===== config.mk =====
export PLATFORM = sky130hd
export DESIGN_NAME = mem_host_initiator
export DESIGN_NICKNAME = d
export VERILOG_FILES = /design/src/rtl/mem_host_initiator.sv
export SDC_FILE = /design/constraint.sdc
export NUM_CORES = 1
export LEC_CHECK = 0
export ABC_AREA = 1
export BUFFER_PORTS_ARGS = -buffer_cell sky130_fd_sc_hd__buf_2
export CORE_ASPECT_RATIO = 0.7
export CORE_UTILIZATION = 49
export CTS_BUF_LIST = sky130_fd_sc_hd__clkbuf_8
export DETAILED_ROUTE_END_ITERATION = 8
export HOLD_SLACK_MARGIN = 0.02
export PLACE_DENSITY_LB_ADDON = 0.3
export SLEW_MARGIN = 20
export SYNTH_ARGS = -nofsm -noshare
export SYNTH_HDL_FRONTEND = slang
export SYNTH_SLANG_ARGS = --single-unit

===== constraint.sdc =====
create_clock -name CLK -period 1.9 [get_ports CLK]
set_input_delay 0.095 -clock CLK [delete_from_list [all_inputs] [get_ports CLK]]
set_output_delay 0.095 -clock CLK [all_outputs]
set_load 0.02 [all_outputs]

===== src/rtl/mem_host_initiator.sv =====
// Host-side master for the memory-controller bus: turns valid/ready byte requests into single
// bus cycles and sequences BIST runs with a timeout. BIST_TIMEOUT must fit in TO_W bits.
module mem_host_initiator #(
  parameter int unsigned READ_LAT     = 1,
  parameter int unsigned BIST_TIMEOUT = 200000,
  parameter int unsigned TO_W         = 18
) (
  input  logic        CLK,
  input  logic        RST,
  input  logic        REQ_VALID,
  output logic        REQ_READY,
  input  logic        REQ_WE,
  input  logic [15:0] REQ_ADDR,
  input  logic [7:0]  REQ_WDATA,
  output logic        RSP_VALID,
  output logic [7:0]  RSP_RDATA,
  input  logic        BIST_REQ,
  input  logic [2:0]  BIST_MODE_IN,
  output logic        BIST_BUSY,
  output logic        BIST_DONE,
  output logic        BIST_OK,
  output logic [15:0] ADDR,
  output logic        CE,
  output logic        CSB,
  output logic        WEB,
  output logic        OEB,
  output logic [7:0]  IDATA,
  input  logic [7:0]  ODATA,
  output logic        BIST_EN,
  output logic [2:0]  BIST_MODE,
  input  logic        BIST_PASS
);

  localparam logic [2:0]      LatSample = 3'(READ_LAT - 1);
  localparam logic [2:0]      LatDone   = 3'(READ_LAT);
  localparam logic [TO_W-1:0] ToLast    = TO_W'(BIST_TIMEOUT - 1);

  typedef enum logic [2:0] {
    StIdle,
    StWr,
    StRd,
    StRwait,
    StBistRun,
    StBistEnd
  } state_e;

  state_e          state_q;
  logic            ready_q;
  logic [2:0]      lat_cnt_q;
  logic [TO_W-1:0] to_cnt_q;

  // A same-cycle BIST_REQ takes priority, so it must also withdraw the ready.
  assign REQ_READY = ready_q & ~BIST_REQ;

  always_ff @(posedge CLK or posedge RST) begin
    if (RST) begin
      state_q   <= StIdle;
      ready_q   <= 1'b0;
      lat_cnt_q <= '0;
      to_cnt_q  <= '0;
      ADDR      <= '0;
      IDATA     <= '0;
      CE        <= 1'b0;
      CSB       <= 1'b1;
      WEB       <= 1'b1;
      OEB       <= 1'b1;
      RSP_VALID <= 1'b0;
      RSP_RDATA <= '0;
      BIST_EN   <= 1'b0;
      BIST_MODE <= '0;
      BIST_BUSY <= 1'b0;
      BIST_DONE <= 1'b0;
      BIST_OK   <= 1'b0;
    end else begin
      ADDR      <= '0;
      IDATA     <= '0;
      CE        <= 1'b0;
      CSB       <= 1'b1;
      WEB       <= 1'b1;
      OEB       <= 1'b1;
      RSP_VALID <= 1'b0;
      BIST_DONE <= 1'b0;
      ready_q   <= 1'b0;
      unique case (state_q)
        StIdle: begin
          if (BIST_REQ) begin
            state_q   <= StBistRun;
            BIST_MODE <= BIST_MODE_IN;
            BIST_EN   <= 1'b1;
            BIST_BUSY <= 1'b1;
            BIST_OK   <= 1'b0;
            to_cnt_q  <= '0;
          end else if (REQ_VALID && ready_q) begin
            ADDR <= REQ_ADDR;
            CE   <= 1'b1;
            CSB  <= 1'b0;
            if (REQ_WE) begin
              state_q <= StWr;
              WEB     <= 1'b0;
              IDATA   <= REQ_WDATA;
            end else begin
              state_q <= StRd;
              OEB     <= 1'b0;
            end
          end else begin
            ready_q <= 1'b1;
          end
        end
        StWr: begin
          state_q <= StIdle;
          ready_q <= 1'b1;
        end
        StRd: begin
          state_q   <= StRwait;
          CSB       <= 1'b0;
          OEB       <= 1'b0;
          lat_cnt_q <= '0;
        end
        StRwait: begin
          if (lat_cnt_q == LatDone) begin
            state_q   <= StIdle;
            RSP_VALID <= 1'b1;
            ready_q   <= 1'b1;
          end else begin
            lat_cnt_q <= lat_cnt_q + 3'd1;
            if (lat_cnt_q == LatSample) begin
              RSP_RDATA <= ODATA;
            end else begin
              CSB <= 1'b0;
              OEB <= 1'b0;
            end
          end
        end
        StBistRun: begin
          // to_cnt_q is zero only in the first run cycle, where BIST_PASS is not trusted yet.
          if (to_cnt_q != '0 && BIST_PASS) begin
            state_q   <= StBistEnd;
            BIST_OK   <= 1'b1;
            BIST_EN   <= 1'b0;
            BIST_BUSY <= 1'b0;
            BIST_DONE <= 1'b1;
          end else if (to_cnt_q == ToLast) begin
            state_q   <= StBistEnd;
            BIST_OK   <= 1'b0;
            BIST_EN   <= 1'b0;
            BIST_BUSY <= 1'b0;
            BIST_DONE <= 1'b1;
          end else begin
            to_cnt_q <= to_cnt_q + 1'b1;
          end
        end
        StBistEnd: begin
          state_q <= StIdle;
          ready_q <= 1'b1;
        end
        default: state_q <= StIdle;
      endcase
    end
  end

endmodule


==> flow_summary.yaml <==
route:
  via_per_inst: 4.824
  first_iter_violations: 260
  num_vias: 3116
  drt-total-wl_um: 8364
  drtPass1Iterations: 5
  ant_nets: 0
  drc: 0
  wl_per_cell_um: 12.95
synthesis:
  yosysTopAreaCell: "dfrtp_1"
  netlist_area_sq_mm: 0.003279
  synthTopCellsByArea: "dfrtp_1, nand2_1, nor2_1"
  mappedNetlistNets: 467
  yosysUniqueCellTypes: 27
  ys_ff_latch: 68
  synthesis.instances: 421
  ys_seq_area_share_pct: 52.00
  syn_avg_cell_area_sq_um: 7.790
  synth_warnings: 0
  yosysTopAreaCellShare_pct: 49.60
setup_path:
  cp_cell_sequence: "inv_1 > ha_1 > nand3b_1 > nor2_1 > nand2_1 > nand3_2 > nand3_4 > nand2_1 > nand2_1"
  endpoint: "to_cnt_q[1]"
  startpoint: "to_cnt_q[0]"
  rrSetupSlack_ns: 0.20
  crit_type: "register to register"
  reg2reg_to: "to_cnt_q[1]"
  startpoint_type: "register"
  cp_max_fo: 10
  worstPathArrival_ns: 1.93
  worstRegToRegCells: 9
  timing.rr.start: "to_cnt_q[0]"
  crit_required_ns: 2.13
  cpMostUsedCell: "nand2_1"
  cp_slowest_stage_delay_ns: 0.46
  critPathSlowestCell: "dfrtp_2"
  end_kind: "register"
global_route:
  grt_max_degree: 69
  overflow: 0
  grt_pass1_vias: 2950
  grt_pass1_wl_um: 13980
  antenna_found_initial: 0
  groute.usage.overall_pct: 25.99
layout:
  drive_gt1_share_pct: 23.42
  final_cell_mix: "nand2_1, buf_2, nor2_1"
  areaGrowthSynthToFinish_pct: 34.61
  final_common_cell: "nand2_1"
  final_nets: 596
  num_antenna_cells: 0
hold_path:
  min_path_type: "input pin to register"
sta:
  max_freq_mhz: 587.4
  finalHoldViolCount: 0
  rsz0062_at_grt: "false"
  finalSetupViolations: 0
  slew-limit-headroom_pct: 73.50
  slew_violations: 0
  setup_tns_ns: 0
  period_share_pct: 89.60
  tightest_slew_ns: 0.3970
  min_period_ns: 1.702
  finClkSkew_ns: 0.01080
  holdWs_ns: 0.1016
power_and_ir_drop:
  cellPowerDensity_mw_per_mm2: 1027
  irDropWorstVdd_mv: 0.5359
  p_leak_uw: 0.002444
clocking:
  clk_latency_ns: 0.35
  cts_max_level: 3
  cts-root-buf: "clkbuf_8"
  cts_setup_buffers: 0
  cts_num_sinks: 68
  clk_pin_slew_ns: 0.07
  cts_buffers: 9
  clockBufferDepth: 2
  cts_tree: "yes"
floorplan:
  die_h_um: 70.45
  fp-row-count: 24
  io_pins: 86
  coreArea_sq_mm: 0.006336
  fp.dieW_um: 99.78
  initial_core_util_pct: 51.76
  die_area_sq_mm: 0.007029
place:
  port_buffers: 85
  gp_congestion: 0.8904
  dpl.hpwl_um: 5141
outcome:
  status: "completed"
flow_run:
  cap_violations: 0
==> layer usage <==
metal	up-vias	global-route usage [%]	wire (um)
met5	-	0	0
met4	0	7.843	70
met3	11	8.509	747
met2	149	38.62	3624
met1	1419	36.14	3922
li1	1537	-	-
==> sequential cells by signal (all words and copies together) (netlist names) <==
name and cells:
RSP_VALID 1, OEB 1, RSP_RDATA 8, BIST_MODE 3, to_cnt_q 18, IDATA 8, WEB 1, ADDR 16
CE 1, BIST_EN 1, BIST_DONE 1, state_q 3, ready_q 1, lat_cnt_q 3, CSB 1, BIST_OK 1
==> layout make-up <==
class / instances / area, sq um
Timing Repair Buffer: 123 / 813.3
Clock buffer: 9 / 123.9
Fill cell: 484 / 1922
Sequential cell: 68 / 1708
Clock inverter: 7 / 83.83
Inverter: 63 / 236.5
Tap cell: 91 / 113.9
Multi-Input combinational cell: 285 / 1335
==> how the worst min path moves through the flow <==
stage	from	end	slack, ns	depth (start not counted)
6_report	REQ_VALID	ready_q	0.10	4
3_3_place_gp	RST	ADDR[9]	0.20	3
5_1_grt	REQ_WE	WEB	0.16	2
4_1_cts	REQ_VALID	ready_q	0.09	4
2_1_floorplan	REQ_ADDR[0]	ADDR[0]	0.20	2
3_5_place_dp	RST	ADDR[8]	0.20	3
==> power by group <==
part	total (uW)	leakage [uW]	switching [uW]	internal, uW
combinational	1490	0.00144	1020	467
clock	1250	0.000102	619	629
sequential	1790	0.000897	142	1650
==> synth_stat cells, drive strengths merged <==
master / number
clkbuf: 3
nand3b: 1
inv: 63
dfstp: 3
buf: 3
dfrtp: 65
o21ai: 13
nor2: 78
ha: 5
xor2: 6
or2: 1
nor3: 1
xnor2: 2
a21oi: 3
nand2: 138
nand3: 24
nand4: 11
a22o: 1
==> through the flow <==
| stage | instances | instance area, sq um | util [%] | power [uW] | setup WS (ns) |
|---|---|---|---|---|---|
| finish | 646 | 4414 | 69.67 | 4532 | 0.1975 |
| global route | 646 | 4414 | 69.67 | 4823 | 0.04107 |
| detailed placement | 593 | 3811 | 60.15 | 3170 | 0.08064 |
| CTS | 645 | 4379 | 69.12 | 4477 | 0.05582 |
| global placement | 593 | 3811 | 60.15 | 3134 | 0.1977 |
| floorplan | 421 | 3279 | - | 2801 | 0.09845 |
==> worst max-delay path: cells and delay by family (launching register included) <==
family	cells	cell delay [ns]
adders and majority gates	1	0.14
DFF	1	0.46
and+or+nand+nor	7	0.89
buffers and inverters	1	0.09
==> kinds of logic (layout without fill, tap and decap cells) <==
family          after synthesis  after routing  share of synthesized area [%]
fa+ha+maj                     5              5                          1.908
compound gates               17             17                          2.709
xor+xnor                      8              8                          2.137
buf+inv                      69            202                          8.279
flops                        68             68                          52.00
simple gates                254            255                          32.96
==> repair_timing <==
item                                    CTS  global route
endpoints found under the hold margin   100             0
endpoints found under the setup margin    0            23
hold buffers                             36             0
gates resized for setup                   0             7
No activity file was read; power rests on OpenSTA's default activity.
